==> src/rtl/oc_word_sequencer_if.sv <==
// Stream interface for the word sequencer: word input handshake and
// result output handshake.
interface oc_word_sequencer_if #(
    parameter int W  = 12,
    parameter int CW = $clog2(W + 1)
);
    logic          in_valid;
    logic [W-1:0]  in_data;
    logic          in_ready;
    logic          out_valid;
    logic [CW-1:0] out_count;
    logic          out_ready;

    // Producer/consumer side (drives words in, takes results out)
    modport master (
        output in_valid, in_data, out_ready,
        input  in_ready, out_valid, out_count
    );

    // Sequencer side
    modport slave (
        input  in_valid, in_data, out_ready,
        output in_ready, out_valid, out_count
    );
endinterface

==> src/rtl/oc_word_sequencer.sv <==
// Ones-count sequencer: feeds an accepted word 3 bits at a time to an
// external combinational 3-input ones counter and accumulates the result.
module oc_word_sequencer #(
    parameter int W  = 12,
    parameter int CW = $clog2(W + 1)
) (
    input  logic                 clk,
    input  logic                 rst_n,
    oc_word_sequencer_if.slave   bus,
    output logic                 oc_a,
    output logic                 oc_b,
    output logic                 oc_c,
    input  logic                 oc_y1,
    input  logic                 oc_y0,
    output logic                 busy
);
    localparam int NCHUNK = W / 3;
    localparam int IW     = $clog2(NCHUNK + 1);
    localparam logic [IW-1:0] LAST_IDX = IW'(NCHUNK - 1);

    typedef enum logic [1:0] {S_IDLE, S_RUN, S_DONE} state_t;

    state_t        state_q, state_d;
    logic [W-1:0]  sh_q, sh_d;
    logic [CW-1:0] acc_q, acc_d;
    logic [IW-1:0] idx_q, idx_d;
    logic          in_ready_q, in_ready_d;
    logic          out_valid_q, out_valid_d;
    logic [CW-1:0] out_count_q, out_count_d;
    logic          busy_q, busy_d;

    // Next-state logic: accept in IDLE, one chunk per edge in RUN, hold in DONE
    always_comb begin
        state_d     = state_q;
        sh_d        = sh_q;
        acc_d       = acc_q;
        idx_d       = idx_q;
        out_valid_d = out_valid_q;
        out_count_d = out_count_q;
        case (state_q)
            S_IDLE: begin
                // in_ready_q is low for the first cycle after reset release
                if (in_ready_q && bus.in_valid) begin
                    sh_d    = bus.in_data;
                    acc_d   = '0;
                    idx_d   = '0;
                    state_d = S_RUN;
                end
            end
            S_RUN: begin
                acc_d = acc_q + CW'({oc_y1, oc_y0});
                sh_d  = sh_q >> 3;
                idx_d = idx_q + IW'(1);
                if (idx_q == LAST_IDX) begin
                    state_d     = S_DONE;
                    out_valid_d = 1'b1;
                    out_count_d = acc_d;
                end
            end
            S_DONE: begin
                if (bus.out_ready) begin
                    state_d     = S_IDLE;
                    out_valid_d = 1'b0;
                    out_count_d = '0;
                end
            end
            default: begin
                state_d     = S_IDLE;
                out_valid_d = 1'b0;
                out_count_d = '0;
            end
        endcase
        in_ready_d = (state_d == S_IDLE);
        busy_d     = (state_d != S_IDLE);
    end

    // State and registered outputs; reset discards any word in flight
    always_ff @(posedge clk or negedge rst_n) begin
        if (!rst_n) begin
            state_q     <= S_IDLE;
            sh_q        <= '0;
            acc_q       <= '0;
            idx_q       <= '0;
            in_ready_q  <= 1'b0;
            out_valid_q <= 1'b0;
            out_count_q <= '0;
            busy_q      <= 1'b0;
        end else begin
            state_q     <= state_d;
            sh_q        <= sh_d;
            acc_q       <= acc_d;
            idx_q       <= idx_d;
            in_ready_q  <= in_ready_d;
            out_valid_q <= out_valid_d;
            out_count_q <= out_count_d;
            busy_q      <= busy_d;
        end
    end

    // Operand bits are only presented while a chunk is being counted
    assign oc_a = (state_q == S_RUN) & sh_q[2];
    assign oc_b = (state_q == S_RUN) & sh_q[1];
    assign oc_c = (state_q == S_RUN) & sh_q[0];

    assign bus.in_ready  = in_ready_q;
    assign bus.out_valid = out_valid_q;
    assign bus.out_count = out_count_q;
    assign busy          = busy_q;
endmodule

==> src/flat_wrapper.sv <==
// flat-port wrapper written by rule: the top's interface ports become plain ports
module oc_word_sequencer_flat 
#(
    parameter int W  = 12,
    parameter int CW = $clog2(W + 1)
)
  (clk, rst_n, oc_a, oc_b, oc_c, oc_y1, oc_y0, busy, bus_in_valid, bus_in_data, bus_out_ready, bus_in_ready, bus_out_valid, bus_out_count);
  oc_word_sequencer_if #(.W(W), .CW(CW)) bus_i ();
  input  logic clk;
  input  logic rst_n;
  output logic oc_a;
  output logic oc_b;
  output logic oc_c;
  input  logic oc_y1;
  input  logic oc_y0;
  output logic busy;
  input wire logic [$bits(bus_i.in_valid)-1:0] bus_in_valid;
  input wire logic [$bits(bus_i.in_data)-1:0] bus_in_data;
  input wire logic [$bits(bus_i.out_ready)-1:0] bus_out_ready;
  output wire logic [$bits(bus_i.in_ready)-1:0] bus_in_ready;
  output wire logic [$bits(bus_i.out_valid)-1:0] bus_out_valid;
  output wire logic [$bits(bus_i.out_count)-1:0] bus_out_count;
  assign bus_i.in_valid = bus_in_valid;
  assign bus_i.in_data = bus_in_data;
  assign bus_i.out_ready = bus_out_ready;
  assign bus_in_ready = bus_i.in_ready;
  assign bus_out_valid = bus_i.out_valid;
  assign bus_out_count = bus_i.out_count;
  oc_word_sequencer #(.W(W), .CW(CW)) u_core (.clk(clk), .rst_n(rst_n), .bus(bus_i), .oc_a(oc_a), .oc_b(oc_b), .oc_c(oc_c), .oc_y1(oc_y1), .oc_y0(oc_y0), .busy(busy));
endmodule
==> config.mk <==
export PLATFORM = sky130hd
export DESIGN_NAME = oc_word_sequencer_flat
export DESIGN_NICKNAME = d
export VERILOG_FILES = /design/src/rtl/oc_word_sequencer_if.sv /design/src/rtl/oc_word_sequencer.sv /design/src/flat_wrapper.sv
export SDC_FILE = /design/constraint.sdc
export NUM_CORES = 1
export LEC_CHECK = 0
export CAP_MARGIN = 10
export CORE_AREA = 3 3 55 57
export DETAILED_ROUTE_END_ITERATION = 7
export DIE_AREA = 0 0 58 60
export PLACE_DENSITY_LB_ADDON = 0.15
export SLEW_MARGIN = 20
export SYNTH_ARGS = -nofsm -noshare
export SYNTH_HDL_FRONTEND = slang
export SYNTH_SLANG_ARGS = --single-unit
export TNS_END_PERCENT = 30
==> constraint.sdc <==
create_clock -name clk -period 3.25 [get_ports clk]
set_clock_uncertainty 0.2 [all_clocks]
set_input_delay 0.65 -clock clk [delete_from_list [all_inputs] [get_ports clk]]
set_output_delay 0.65 -clock clk [all_outputs]
set_load 0.03 [all_outputs]
* Word level (Yosys, flattened, before mapping)
Cells that the tools add are included.
Operators by class: add/subtract/negate cells 2, equal/unequal tests 6, multiplexer cells 16, bitwise logic cells 4, reductions and logical operators 7
Operators with widths (number):
- $pmux 12 s2 | 1
- $mux 12 | 1
- $mux 4 | 3
- $pmux 4 s3 | 1
- $pmux 4 s2 | 1
- $mux 2 | 3
- $pmux 2 s3 | 1
- $pmux 3 s2 | 1
- $add 4x2->4 | 1
- $logic_not 2->1 | 2
- $ne 2x1->1 const B | 2
- $reduce_bool 2->1 | 2
- $add 3x1->3 const B | 1
- $and 1x1->1 | 3
- $eq 3x2->1 const B | 1
- $mux 3 | 1
- $pmux 1 s3 | 1
- $reduce_and 3->1 | 1
- $eq 2x1->1 const B | 1
- $eq 2x2->1 const B | 1
- $mux 1 | 2
- $ne 2x2->1 const B | 1
- $reduce_and 2->1 | 1
- $logic_and 1x1->1 | 1
- $not 1->1 | 1
Word-level totals: bits in registers 28, output and inout bits 10, word-level logic and storage cells 43

* Logic depth before layout (Yosys ltp)
Gate-level depths: netlist of the first run.
depth after elaboration 4, mapped depth 5

* Worst setup path after synthesis of the first run
No wires, ideal clock.
kind register -> output, start register u_core.state_q[1], end output port oc_a, arrival time 1219 ps, data required time 2400 ps, setup slack 1181 ps, cell stages (with the launch flop) 4, path buffers 1, path through dfrtp_1 and2b_1 clkbuf_1 and2_1
Between the ends: cells in the longest elaborated chain, start to end 2
RTL lines:
- start: declaration | RTL line oc_word_sequencer.sv:23 | state_t state_q, state_d;
- start signal: assignment | RTL line oc_word_sequencer.sv:89 | state_q <= state_d;
- $eq 2x1->1 | RTL line oc_word_sequencer.sv:101 | assign oc_a = (state_q == S_RUN) & sh_q[2];
- $and 1x1->1 | RTL line oc_word_sequencer.sv:101
- end: declaration | RTL line flat_wrapper.sv:11 | output logic oc_a;
Every way passes these cells.

* Worst setup path after layout of the first run
start register u_core.state_q[1], end output port oc_c
Between the ends: cells in the longest elaborated chain, start to end 2
RTL lines:
- $eq 2x1->1 | RTL line oc_word_sequencer.sv:103 | assign oc_c = (state_q == S_RUN) & sh_q[0];
- $and 1x1->1 | RTL line oc_word_sequencer.sv:103
- end: declaration | RTL line flat_wrapper.sv:13 | output logic oc_c;
Every way passes these cells.

==> impl_metrics.env, run 1 <==
export IMPL_run_status="finished, final reports clean"
export IMPL_final_util_pct=67.6
export IMPL_register_area_um2=701
export IMPL_startpoint_type_of_the_worst_setup_path="flop"
export IMPL_pin_count_of_the_biggest_net_entering_global_routing=29
export IMPL_crit_reg2reg_capture="u_core.bus.out_count[2]"
export IMPL_num_vias=1014
export IMPL_multiInputGateArea_um2=594
export IMPL_fill_cells=214
export IMPL_reg2reg_slack_ns=1.42
export IMPL_synth_area_per_cell_um2=10.9
export IMPL_route_detailed_vias_per_inst=5.54
export IMPL_power_share_combinational_pct=48.5
export IMPL_first_global_vias=1028
export IMPL_setup_viol_count_final=0
export IMPL_clock_insertion_delay_worst_skew_ns=0.34
export IMPL_nets=177
export IMPL_totalWireLength_um=2680
export IMPL_worst_pin_slew_ns=0.512
export IMPL_post_syn_instances=125
export IMPL_post_drt_wl_per_cell_um=14.6
export IMPL_global_route_peak_usage_layer="met2"
export IMPL_slew_viol_final=0
export IMPL_peakVddDrop_v=0.000617
export IMPL_worst_setup_slack_before_clock_tree_synthesis_ns=0.595
export IMPL_cts_reportedPaths_clkPinSlew_ns=0.15
export IMPL_post_synth_most_frequent_cells="dfrtp_1, nand2_1, o21ai_0"
export IMPL_io_pin_count=28
export IMPL_globalRouteMet1Util_pct=21.8
export IMPL_netlist_area_leader_share_pct=51.3
export IMPL_worst_ep_required_time_ns=2.40
export IMPL_grt_first_pass_wirelength_um=4650
export IMPL_synth_yosys_seq_area_share_pct=51.3
export IMPL_share_seq_of_total_power_pct=37.0
export IMPL_critPathCaptureType="primary output"
export IMPL_rr_worst_depth=5
export IMPL_cts_buffers_inserted=3
export IMPL_sw_frac_of_total_pct=39.6
export IMPL_r2r_startpoint="u_core.acc_q[0]"
export IMPL_layout_worst_path_cycle_share_pct=93.4
export IMPL_n_antenna_cell=0
export IMPL_number_of_violations_of_the_max_capacitance_limit=0
export IMPL_mappedNetlistArea_um2=1370
export IMPL_dp_hpwl_um=1960
export IMPL_cts_hold_buf=0
export IMPL_clkSinkCount=28
export IMPL_min_path_type="flop to flop"
export IMPL_layout_min_cycle_time_ns=3.03
export IMPL_total_leakage_power_nw=0.788
export IMPL_yosysTopAreaCell="dfrtp_1"
export IMPL_overflow=0
export IMPL_antenna_violations_before_repair=0
export IMPL_drt_antenna_violating_nets=0
export IMPL_clock_power_share_pct=14.5
export IMPL_globalRouteMet2Util_pct=32.3
export IMPL_hold_slack_ns=0.311
export IMPL_drc_viols=0
export IMPL_setup_worst_path_class="flop to primary output"
export IMPL_final_setup_worst_slack_ns=0.215
export IMPL_groute_usage_overall_pct=17.7
export IMPL_internal_power_uw=963
export IMPL_synth_top_cells_by_area="dfrtp_1, mux2i_1, nand2_1, o21ai_0, ha_1"
export IMPL_tritoncts_clock_tree="yes"
export IMPL_grt_setup_unrepaired="false"
export IMPL_syn_num_nets=148
export IMPL_setup_tns_ns=0
export IMPL_ctsRootBufferMaster="clkbuf_4"
export IMPL_cp_data_arrival_time_ns=2.18
export IMPL_met3_use_gr_pct=3.24
export IMPL_p_per_area_nw_per_um2=936
export IMPL_coreArea_um2=2520
export IMPL_yosys_register_bits=28
export IMPL_io_buffers=27
export IMPL_final_layout_size_suffix_gt1_share_pct=9.15
export IMPL_max_freq_ghz=0.330
export IMPL_timing_critical_path_from="u_core.state_q[1]"
export IMPL_cts_htree_levels=1
export IMPL_number_of_iterations_in_the_first_detailed_routing_pass=4
export IMPL_critical_path_peak_fanout=13
export IMPL_switching_component_of_the_power_uw=631
export IMPL_syn_to_final_growth_pct=24.8
export IMPL_drt_initial_drc_count=6
export IMPL_die_width_um=58
export IMPL_post_cts_setup_buffer_count=0
export IMPL_worst_rel_slew_slack_pct=65.9
export IMPL_totalPowerFinal_mw=1.59
export IMPL_initial_utilization_pct=54.1
export IMPL_yosysMostFrequentCell="dfrtp_1"
export IMPL_yosys_cell_types_count=33
export IMPL_final_hold_viol_count=0
export IMPL_endpoint="oc_c"
export IMPL_yosysWarningCount=0
export IMPL_post_cts_resized_instances=0
export IMPL_place_gp_congestion=0.714
export IMPL_die_height_um=60
export IMPL_cells_on_worst_hold_path=2
export IMPL_num_rows=18
export IMPL_synth_edf_count=0
export IMPL_fp_dieArea_um2=3480
export IMPL_yosys_most_used_dff="dfrtp_1"
export IMPL_synth_async_reset_ratio_pct=100
export IMPL_clk_path_buf_depth=2
## worst max-delay path, stage by stage (launching register included)
cell	delay (ns)
dfrtp_1	0.48
and2b_1	0.50
and2_1	0.20
clkdlybuf4s50_1	0.67
## stage by stage
stage,cell area [um^2],std cells
after floorplan,1370,125
after global placement,1650,179
after detailed placement,1650,179
after CTS,1700,183
after global routing,1700,183
final,1700,183
## power groups by stage
stage / logic (mW) / clock network, mW / registers, mW
floorplan: 0.493 / 0 / 0.657
global placement: 0.744 / 0 / 0.589
detailed placement: 0.777 / 0 / 0.600
CTS: 0.785 / 0.231 / 0.592
global route: 0.864 / 0.243 / 0.614
finish: 0.773 / 0.231 / 0.591
## metal layers
| metal | share of wire, % | vias up |
|---|---|---|
| met5 | 0 | - |
| met4 | 1.0 | 0 |
| met3 | 4.0 | 5 |
| met2 | 52 | 18 |
| met1 | 43 | 505 |
| li1 | - | 486 |
## sequential cells by signal, indices dropped and copies added (netlist names)
register and count:
u_core.busy 1, u_core.sh_q 12, u_core.bus.out_count 4, u_core.acc_q 4, u_core.bus.in_ready 1, u_core.bus.out_valid 1
u_core.state_q 2, u_core.idx_q 3
## kinds of logic after synthesis
| group | share of synthesized area, % |
|---|---|
| compound gates | 11.5 |
| fa+ha+maj | 5.13 |
| buf+inv | 5.13 |
| flops | 51.3 |
| mux | 10.8 |
| simple gates | 16.0 |
## cell usage in the layout (no fill, tap or decap), types with 2 or more instances in the layout
cell type / count
mux2_2: 2
inv_1: 7
o21ai_1: 3
ha_1: 4
nand2_1: 21
o21ai_0: 13
a21oi_1: 3
mux2i_1: 11
a22o_1: 2
nand2b_1: 3
buf_4: 3
o22ai_1: 2
dfrtp_1: 28
nor2_2: 2
clkdlybuf4s50_1: 27
and2_1: 3
clkbuf_4: 3
## cell type report
type / instances / share of cell area, %
multi-input cells: 84 / 34.9
well taps: 30 / 2.20
repair buffers: 30 / 17.2
clock buffers: 3 / 1.32
flip-flops and latches: 28 / 41.1
inverters: 7 / 1.54
clock inverters: 1 / 1.76
## worst min path at each step
| stage | endpoint | slack, ns | start |
|---|---|---|---|
| 3_5_place_dp | u_core.sh_q[0] | 0.27 | u_core.sh_q[3] |
| 2_1_floorplan | u_core.acc_q[0] | 0.15 | rst_n |
| 6_report | u_core.sh_q[1] | 0.31 | u_core.sh_q[4] |
| 3_3_place_gp | u_core.sh_q[2] | 0.26 | u_core.sh_q[5] |
| 5_1_grt | u_core.sh_q[2] | 0.34 | u_core.sh_q[5] |
| 4_1_cts | u_core.sh_q[1] | 0.31 | u_core.sh_q[4] |
Power figures use the tool's default switching activity.
==> inputs of run 2 (changes only) <==
--- a/config.mk
+++ b/config.mk
@@ -6,9 +6,9 @@
 export NUM_CORES = 1
 export LEC_CHECK = 0
 export CAP_MARGIN = 10
-export CORE_AREA = 3 3 55 57
+export CORE_AREA = 3 3 61 51
 export DETAILED_ROUTE_END_ITERATION = 7
-export DIE_AREA = 0 0 58 60
+export DIE_AREA = 0 0 64 54
 export PLACE_DENSITY_LB_ADDON = 0.15
 export SLEW_MARGIN = 20
 export SYNTH_ARGS = -nofsm -noshare
==> impl_metrics.env, run 2 (synthesis gave the netlist of run 1 again) <==
export IMPL_cp_cell_sequence="and2b_1 -> and2_1 -> clkdlybuf4s50_1"
export IMPL_worst_rel_slew_slack_pct=67.0
export IMPL_number_of_iterations_in_the_first_detailed_routing_pass=4
export IMPL_slew_viol_final=0
export IMPL_p_per_area_nw_per_um2=900
export IMPL_io_pin_count=28
export IMPL_total_leakage_power_nw=0.781
export IMPL_place_gp_congestion=0.822
export IMPL_cts_htree_levels=1
export IMPL_number_of_flip_flops_in_the_largest_register=12
export IMPL_route_detailed_vias_per_inst=5.26
export IMPL_pin_count_of_the_biggest_net_entering_global_routing=29
export IMPL_clkSinkCount=28
export IMPL_ctsRootBufferMaster="clkbuf_4"
export IMPL_dp_hpwl_um=1840
export IMPL_startpoint_type_of_the_worst_setup_path="flop"
export IMPL_post_cts_setup_buffer_count=0
export IMPL_most_common_layout_cells="dfrtp_1, clkdlybuf4s50_1, nand2_1, o21ai_0, mux2i_1"
export IMPL_worst_ep_required_time_ns=2.40
export IMPL_die_height_um=54
export IMPL_delay_of_the_slowest_cell_on_the_worst_path_ns=0.67
export IMPL_cts_buffers_inserted=3
export IMPL_setup_viol_count_final=0
export IMPL_worst_pin_slew_ns=0.495
export IMPL_final_setup_worst_slack_ns=0.195
export IMPL_io_buffers=27
export IMPL_timing_critical_path_slowest_stage_cell="clkdlybuf4s50_1"
export IMPL_setup_worst_path_class="flop to primary output"
export IMPL_clock_insertion_delay_worst_skew_ns=0.33
export IMPL_fill_cells=200
export IMPL_min_path_type="flop to flop"
export IMPL_sw_frac_of_total_pct=40.6
export IMPL_power_share_combinational_pct=50.1
export IMPL_run_status="finished, final reports clean"
export IMPL_num_rows=16
export IMPL_setup_tns_ns=0
export IMPL_peakVddDrop_v=0.000455
export IMPL_overflow=0
export IMPL_max_freq_ghz=0.327
export IMPL_syn_to_final_growth_pct=24.2
export IMPL_tritoncts_clock_tree="yes"
export IMPL_final_layout_size_suffix_gt1_share_pct=9.15
export IMPL_grt_first_pass_wirelength_um=4260
export IMPL_cts_reportedPaths_clkPinSlew_ns=0.15
export IMPL_layout_worst_path_cycle_share_pct=94.0
export IMPL_grt_setup_unrepaired="false"
export IMPL_antenna_violations_before_repair=0
export IMPL_layout_commonest_cell="dfrtp_1"
export IMPL_initial_utilization_pct=54.5
export IMPL_share_seq_of_total_power_pct=38.7
export IMPL_num_vias=994
export IMPL_final_hold_viol_count=0
export IMPL_cp_data_arrival_time_ns=2.20
export IMPL_post_cts_resized_instances=0
export IMPL_post_route_cell_area_um2=1700
export IMPL_internal_power_uw=906
export IMPL_critPathCaptureType="primary output"
export IMPL_number_of_violations_of_the_max_capacitance_limit=0
export IMPL_critical_path_peak_fanout=16
export IMPL_switching_component_of_the_power_uw=620
export IMPL_largest_register="u_core.sh_q"
export IMPL_fp_dieArea_um2=3460
export IMPL_groute_usage_overall_pct=16.1
export IMPL_coreArea_um2=2500
export IMPL_n_antenna_cell=0
export IMPL_clock_power_share_pct=11.2
export IMPL_layout_min_cycle_time_ns=3.05
export IMPL_drt_antenna_violating_nets=0
export IMPL_dpl_cell_area_um2=1660
export IMPL_drt_initial_drc_count=51
export IMPL_worst_setup_slack_before_clock_tree_synthesis_ns=0.568
export IMPL_clk_path_buf_depth=2
export IMPL_die_width_um=64
export IMPL_nets=177
export IMPL_first_global_vias=956
export IMPL_cts_hold_buf=0
export IMPL_totalWireLength_um=2520
export IMPL_drc_viols=0
export IMPL_post_drt_wl_per_cell_um=13.4
run 2: worst max-delay path: cells and delay by family, from the launching register on:
family        cells  cell delay, ns
simple gates      2            0.73
buf+inv           1            0.67
flops             1            0.47
run 2: path summary, 6_finish.rpt:
kind | from | to | slack, ns | depth (start not counted)
max | u_core.state_q[1] | oc_a | 0.20 | 3
min | u_core.sh_q[8] | u_core.sh_q[5] | 0.30 | 2
max reg2reg | u_core.idx_q[0] | u_core.bus.out_count[2] | 1.39 | 5
min reg2reg | u_core.sh_q[8] | u_core.sh_q[5] | 0.30 | 2
max in group asynchronous | rst_n | u_core.sh_q[8] | 2.11 | 2
min in group asynchronous | rst_n | u_core.bus.out_count[1] | 0.47 | 2
run 2: final cells by class:
cell class	instances	area, um^2	area share (%)
multi-input cells	84	594	35.1
clock buffers	4	36.3	2.14
well taps	36	45.0	2.66
flip-flops and latches	28	701	41.3
inverters	7	26.3	1.55
repair buffers	30	293	17.3
run 2: stage by stage:
step	hold slack, ns	cells	util (%)	power [mW]
floorplan	0.154	125	-	1.15
global route	0.333	189	67.8	1.64
CTS	0.303	189	67.8	1.54
global placement	0.256	185	66.3	1.33
detailed placement	0.271	185	66.3	1.37
finish	0.303	189	67.8	1.53
run 2: routing by layer:
metal  vias up  part of all wire [%]  GRT usage, %
met1       464                    46          21.3
li1        494                     -             -
met4         0                  0.75          4.30
met2        32                    47          26.4
met3         4                   6.1          4.18
met5         -                     0             0
run 2: power groups by stage:
stage | combinational (mW) | clock [mW] | sequential (mW)
4_1_cts | 0.774 | 0.177 | 0.589
5_1_grt | 0.840 | 0.190 | 0.613
3_3_place_gp | 0.744 | 0 | 0.589
2_1_floorplan | 0.493 | 0 | 0.657
3_5_place_dp | 0.769 | 0 | 0.599
6_report | 0.765 | 0.171 | 0.591
